--- config.mk ---
export PLATFORM = sky130hd
export DESIGN_NAME = stopwatch_cu
export DESIGN_NICKNAME = d
export VERILOG_FILES = /design/src/rtl/stopwatch_cu.sv
export SDC_FILE = /design/constraint.sdc
export NUM_CORES = 1
export LEC_CHECK = 0
export ABC_AREA = 1
export BUFFER_PORTS_ARGS = -buffer_cell sky130_fd_sc_hd__buf_2
export CAP_MARGIN = 5
export CORE_MARGIN = 3
export CORE_UTILIZATION = 50
export CTS_BUF_LIST = sky130_fd_sc_hd__clkbuf_4 sky130_fd_sc_hd__clkbuf_8
export CTS_CLUSTER_DIAMETER = 100
export DETAILED_ROUTE_END_ITERATION = 10
export GPL_ROUTABILITY_DRIVEN = 0
export PLACE_DENSITY = 0.77
export SETUP_SLACK_MARGIN = 0.15
export SYNTH_ARGS = -nofsm -noshare
export SYNTH_HDL_FRONTEND = slang
export SYNTH_SLANG_ARGS = --single-unit
--- constraint.sdc ---
create_clock -name clk -period 1.39 [get_ports clk]
set_clock_uncertainty 0.1 [all_clocks]
set_input_delay 0.139 -clock clk [delete_from_list [all_inputs] [get_ports clk]]
set_output_delay 0.139 -clock clk [all_outputs]
set_load 0.1 [all_outputs]
--- src/rtl/stopwatch_cu.sv ---
// Stopwatch control unit: two debounced push-button channels feed a
// STOP/RUN/CLEAR Moore FSM that drives the datapath run and clear inputs.

module stopwatch_cu_debounce #(
    parameter int DEBOUNCE_CYCLES = 100_000
) (
    input  logic clk,
    input  logic reset,
    input  logic btn_i,
    output logic press_o
);
    localparam int               CNT_W   = $clog2(DEBOUNCE_CYCLES);
    localparam logic [CNT_W-1:0] CNT_MAX = CNT_W'(DEBOUNCE_CYCLES - 1);

    logic             s1_q, s2_q;
    logic             db_q, db_d;
    logic             db_dly_q;
    logic [CNT_W-1:0] cnt_q, cnt_d;

    // The counter only runs while the synchronized level disagrees with the
    // accepted level, so any bounce shorter than the window restarts it.
    always_comb begin
        // NOTE: every always_comb output gets a default first so no path
        // through the block can leave it unassigned and infer a latch.
        cnt_d = '0;
        db_d  = db_q;
        if (s2_q != db_q) begin
            if (cnt_q == CNT_MAX) begin
                db_d = s2_q;
            end else begin
                cnt_d = cnt_q + 1'b1;
            end
        end
    end

    // NOTE: sequential state uses non-blocking assignments so every flop
    // samples pre-edge values; s2_q <= s1_q relies on this ordering.
    always_ff @(posedge clk or posedge reset) begin
        if (reset) begin
            s1_q     <= 1'b0;
            s2_q     <= 1'b0;
            cnt_q    <= '0;
            db_q     <= 1'b0;
            db_dly_q <= 1'b0;
        end else begin
            s1_q     <= btn_i;
            s2_q     <= s1_q;
            cnt_q    <= cnt_d;
            db_q     <= db_d;
            db_dly_q <= db_q;
        end
    end

    assign press_o = db_q & ~db_dly_q;

endmodule

module stopwatch_cu #(
    parameter int DEBOUNCE_CYCLES = 100_000
) (
    input  logic       clk,
    input  logic       reset,
    input  logic       btn_run,
    input  logic       btn_clear,
    output logic       run,
    output logic       clear,
    output logic [1:0] state
);
    typedef enum logic [1:0] {
        ST_STOP  = 2'b00,
        ST_RUN   = 2'b01,
        ST_CLEAR = 2'b10
    } state_e;

    state_e state_q, state_d;
    logic   run_press, clear_press;

    stopwatch_cu_debounce #(
        .DEBOUNCE_CYCLES(DEBOUNCE_CYCLES)
    ) u_db_run (
        .clk    (clk),
        .reset  (reset),
        .btn_i  (btn_run),
        .press_o(run_press)
    );

    stopwatch_cu_debounce #(
        .DEBOUNCE_CYCLES(DEBOUNCE_CYCLES)
    ) u_db_clear (
        .clk    (clk),
        .reset  (reset),
        .btn_i  (btn_clear),
        .press_o(clear_press)
    );

    always_ff @(posedge clk or posedge reset) begin
        if (reset) begin
            state_q <= ST_STOP;
        end else begin
            state_q <= state_d;
        end
    end

    // Run has priority over clear; CLEAR lasts one cycle and drops any pulse.
    always_comb begin
        state_d = state_q;
        case (state_q)
            ST_STOP: begin
                if (run_press) begin
                    state_d = ST_RUN;
                end else if (clear_press) begin
                    state_d = ST_CLEAR;
                end
            end
            ST_RUN: begin
                if (run_press) begin
                    state_d = ST_STOP;
                end
            end
            ST_CLEAR: state_d = ST_STOP;
            default:  state_d = ST_STOP;
        endcase
    end

    assign run   = (state_q == ST_RUN);
    assign clear = (state_q == ST_CLEAR);
    assign state = state_q;

endmodule
Word level (Yosys, flattened, before mapping)

Index checks and enable logic that the tools add are counted.

Register bits: 44
Output and inout bits: 4

Reduce and logical (&&, ||, !) cells: 4
$add $sub $neg: 2
Mux-type cells: 8
Equal/unequal tests: 8
Bitwise operators: 4

Operators by type and width:

| operator                                       | number |
|---|---|
| 2-to-1 mux 17 bit                              | 4 |
| adder 17 x 1 -> 17 bit (second input constant) | 2 |
| == test 17 bit (second input constant)         | 2 |
| 2-to-1 mux 2 bit                               | 3 |
| AND reduction 2 bit                            | 3 |
| case mux 2 bit (2 select lines)                | 1 |
| != test 3 bit (second input constant)          | 1 |
| bitwise AND 1 bit                              | 2 |
| == test 2 x 1 -> 1 bit (second input constant) | 1 |
| == test 2 bit (second input constant)          | 1 |
| logical NOT 2 bit                              | 1 |
| != test 1 bit                                  | 2 |
| != test 2 x 1 -> 1 bit (second input constant) | 1 |
| NOT 1 bit                                      | 2 |

Depth between registers and ports, before layout

Depth in word-level cells: 5
Gate-level depth with buffers: 9
Mapped depth without buffers: 9

By module

Synthesis repeated with hierarchy kept, for this count alone.

Cells, all modules: 313
Area total of the unflattened synthesis: 2364.8 sq um

Modules (own cells, without submodules):

| module                | area each (sq um) | sequential area each (sq um) | cells an instance | instances |
|---|---|---|---|---|
| stopwatch_cu_debounce | 1132.3            | 525.5                        | 149               | 2 |
| stopwatch_cu          | 100.1             | 50.0                         | 15                | 1 |

Least setup slack after synthesis

OpenSTA, ideal clock, no wires.

Path type: flip-flop to flip-flop
From: register state_q[0] (netlist: state[0])
To: register state_q[0] (netlist: state[0])
Slack: -1.400 ns
Data required time: 1.220 ns
Arrival time: 2.620 ns
Buffers on the path: 0
Cell stages (with the launch flop): 4
Library setup time: 0.070 ns
Clock period less this slack: 2.790 ns
Cell sequence: dfrtp_1 > inv_1 > nor2_1 > o21a_1

Cells in the longest elaborated chain, start to end: 3
Elaborated cells between the ends (all ways): 6
Classes of those cells: eq/ne: 3; mux: 1; reduce/logical: 2

Ends and longest elaborated chain:

| element                                 | line | source |
|---|---|---|
| start, declared                         | 75   | `state_e state_q, state_d;` |
| start signal, assigned                  | 100  | `state_q <= state_d;` |
| == test 2 x 1 -> 1 bit (*)              | n/a  |  |
| named net run                           | 65   | `output logic run,` |
| != test 2 x 1 -> 1 bit (no source line) | n/a  |  |
| AND reduction 2 bit (no source line)    | n/a  |  |

Mark *: on every way through the listed nets, which the timed path passes. The rest lies on a longest branch.
A chain may end at the register's enable or synchronous reset.

Final worst setup path

From: register u_db_run.cnt_q[0]
To: register u_db_run.cnt_q[5]

Cells in the longest elaborated chain, start to end: 3
Elaborated cells between the ends (all ways): 4
Classes of those cells: add/sub: 1; eq/ne: 1; mux: 2

Ends and longest elaborated chain:

| element                                                  | line   | source |
|---|---|---|
| start, declared                                          | 18     | `logic [CNT_W-1:0] cnt_q, cnt_d;` |
| start signal, assigned                                   | 48     | `cnt_q <= cnt_d;` |
| adder 17 x 1 -> 17 bit or == test 17 bit (tied branches) | 31, 28 |  |
| 2-to-1 mux 17 bit (*)                                    | 28     | `if (cnt_q == CNT_MAX) begin` |
| 2-to-1 mux 17 bit (*)                                    | 27     | `if (s2_q != db_q) begin` |
| named net u_db_run.cnt_d[5]                              | 18     |  |

Marked as above.

==> results.sh <==
export IMPL_ys_top_cells_by_area="dfrtp_1 49%, nor2_1 13%, nand2_1 12%"
export IMPL_cp_start_kind="register"
export IMPL_critPathRequiredTime_ns=1.48
export IMPL_numClockSinks=44
export IMPL_synth_enable_flop_cells=0
export IMPL_worstReg2RegEnd="u_db_run.cnt_q[5]"
export IMPL_clk_latency_ns=0.31
export IMPL_synth_avg_cell_area_sq_um=7.53
export IMPL_rsz0062_at_grt="true"
export IMPL_worst_slew_pin_slew_ns=0.486
export IMPL_finalWorstPathRequiredPeriod_ns=1.48
export IMPL_wl_per_cell_um=18.3
export IMPL_async_reset_ff_share_pct=100
export IMPL_htree_levels=2
export IMPL_r2r_slack_ns=-0.09
export IMPL_yosysMostFrequentCell="nor2_1"
export IMPL_cp_arrival_ns=1.57
export IMPL_io_pins=8
export IMPL_wl_met2_um=3500
export IMPL_cp_end_kind="register"
export IMPL_power_density_nw_per_um2=792
export IMPL_synth_ff_type="dfrtp_1"
export IMPL_top_layer="met4"
export IMPL_clkSlewWorstSetupHoldPaths_ns=0.10
export IMPL_ir_drop_mv=0.629
export IMPL_finalSetupViolCount=24
export IMPL_route_layer_met1_wl_um=2780
export IMPL_placementRows=23
export IMPL_synth_top_area_share_pct=49.1
export IMPL_dieWidth_um=73
export IMPL_grt_use_total_pct=25.4
export IMPL_synth_fp_nets=304
export IMPL_dp_hpwl_um=3420
export IMPL_placedCellCount=368
export IMPL_whs_ns=0.260
export IMPL_status="finished with violations"
export IMPL_grt_max_degree=21
export IMPL_synth_top_family_by_area="simple AND/OR/NAND/NOR gates"
export IMPL_netlist_top_cells_count="75 x nor2_1, 71 x nand2_1, 44 x dfrtp_1"
export IMPL_first_pass_iters=5
export IMPL_final_antenna_net_count=0
export IMPL_power_leakage_nw=1.45
export IMPL_hp_class="reg -> reg"
export IMPL_cts_buffers_inserted=5
export IMPL_path_max_fanout=5
export IMPL_timing_critical_path_to="u_db_run.cnt_q[5]"
export IMPL_layout_drive_gt1_share_pct=39.6
export IMPL_drtIter0Drc=225
export IMPL_grt_pass1_wl_um=10400
export IMPL_synth_top_cell_by_area="dfrtp_1"
export IMPL_drc_errors=0
export IMPL_startpoint="u_db_run.cnt_q[0]"
export IMPL_relSlewSlack_pct=67.5
export IMPL_antenna_cells=0
export IMPL_timing_rr_start="u_db_run.cnt_q[0]"
export IMPL_maxCapViolCount=0
export IMPL_synth_area_mux_share_pct=0
export IMPL_crit_type="reg -> reg"
export IMPL_synth_adder_area_share_pct=1.11
export IMPL_root_buffer="clkbuf_8"
export IMPL_wl_met3_um=516
export IMPL_io_buffer_count=7
export IMPL_grt_pass1_vias=2237
export IMPL_antenna_found_initial=0
export IMPL_dieArea_sq_um=5330
export IMPL_die_height_um=73
export IMPL_clk_path_buf_depth=2
export IMPL_syn_cell_area_sq_um=2240
export IMPL_synth_seq_cells=44
export IMPL_syn2layout_area_growth_pct=46.3
export IMPL_via_per_inst=5.87
export IMPL_routed_via_count=2326
export IMPL_core_area_sq_um=4170
export IMPL_violations="negative setup slack"
export IMPL_synth_compound_area_share_pct=3.23
export IMPL_syn_inst=298
export IMPL_nFillCells=238
export IMPL_final_max_slew_viol_count=0
export IMPL_fmax_mhz=675
export IMPL_hold_viol=0
export IMPL_fin_nets=351
export IMPL_finalNonFillerCells=396
export IMPL_ys_types=22
export IMPL_ff2ff_path_depth=8
export IMPL_ys_warn_count=0
export IMPL_cts_tree="done"
export IMPL_layout_setup_ws_ns=-0.0914
export IMPL_finalPower_mw=2.60
export IMPL_start_util_pct=53.8
export IMPL_routed_wl_um=7260
export IMPL_synth_simple_gate_area_share_pct=35.7
export IMPL_grt_overflow_total=0
export IMPL_ys_seq_area_share_pct=49.1
export IMPL_synthXorXnorAreaFrac_pct=4.24
export IMPL_timing_final_crit_share_pct=107
## how the worst min path moves through the flow
stage | from | depth (start not counted) | end | slack, ns
5_1_grt | u_db_run.s1_q | 0 | u_db_run.s2_q | 0.26
4_1_cts | u_db_run.s1_q | 0 | u_db_run.s2_q | 0.26
6_report | u_db_run.s1_q | 0 | u_db_run.s2_q | 0.26
2_1_floorplan | reset | 1 | state[0] | 0.04
3_3_place_gp | reset | 2 | u_db_clear.cnt_q[4] | 0.08
3_5_place_dp | reset | 2 | u_db_clear.cnt_q[4] | 0.08
## repair_timing
item,in CTS,in global routing
gates cloned,1,0
pin swaps,25,28
setup buffers,9,7
endpoints found under the setup margin,38,40
endpoints found under the hold margin,20,0
hold buffers,3,0
resized for setup,80,35
## layout by cell type, fill, tap and decap left out, types with 3 or more instances in the layout
master	netlist	final
a21oi_2	0	3
buf_12	0	5
buf_2	0	3
buf_4	0	20
buf_6	0	8
clkbuf_8	0	5
dfrtp_1	44	37
dfrtp_2	0	5
dlygate4sd3_1	0	3
inv_1	39	31
inv_2	1	4
inv_4	0	4
nand2_1	71	58
nand2_2	5	5
nand2_4	1	13
nand3_1	15	6
nand3_2	0	6
nand3_4	0	3
nand4_1	9	9
nor2_1	75	45
nor2_2	6	14
nor2_4	0	22
nor3_2	0	3
o21ai_1	4	4
xor2_1	7	5
xor2_2	1	3
## logic make-up (layout without fill, tap and decap cells)
logic type                 count (synthesis)  after routing
AOI/OAI and AO/OA                         13             13
buffers and inverters                     40             87
and+or+nand+nor                          189            190
xor gates and xnor gates                  10             10
adders and majority gates                  2              2
DFF                                       44             44
## routing by layer
metal	global-route usage (%)	up-vias
met4	12.5	0
met3	5.79	47
met1	30.6	1128
met2	42.6	140
li1	-	1011
met5	0	-
## final cells by class
cell class / instances / area [sq um] / share of cell area [%]
clock buffers: 5 / 68.8 / 2.10
clock inverters: 3 / 46.3 / 1.41
inverters: 40 / 164 / 4.99
multi-input cells: 215 / 1440 / 43.9
flip-flops and latches: 44 / 1110 / 33.9
well taps: 50 / 62.6 / 1.90
repair buffers: 39 / 385 / 11.7
## flip-flops by register name, summed over array words and instances, names as in the netlist
name / count
u_db_run.db_dly_q: 1
u_db_run.db_q: 1
u_db_clear.db_dly_q: 1
u_db_clear.s1_q: 1
u_db_clear.s2_q: 1
u_db_run.s1_q: 1
u_db_run.s2_q: 1
state: 2
u_db_run.cnt_q: 17
u_db_clear.db_q: 1
u_db_clear.cnt_q: 17
## power breakdown
part           leakage (nW)  switching [mW]  internal, mW
sequential            0.588          0.0270          1.30
combinational         0.811           0.121        0.0900
clock                0.0548           0.522         0.543
## worst max-delay path, cell delays in order (launching register included)
cell     delay (ns)
dfrtp_1        0.41
ha_4           0.20
nand2_4        0.08
inv_4          0.09
nand2_4        0.06
nor2_4         0.11
nand2_4        0.12
nand2_4        0.12
nor2_1         0.06
## through the flow
stage	util (%)	setup WS [ns]	TNS (ns)	area [sq um]
after floorplan	-	-0.145	-0.218	2300
after global placement	61.4	-0.0117	-0.0277	2560
after detailed placement	61.4	-0.0369	-0.217	2560
after CTS	74.0	-0.00809	-0.00809	3090
after global routing	78.7	-0.155	-2.98	3280
final	78.7	-0.0914	-1.17	3280
Power figures use the tool's default switching activity.
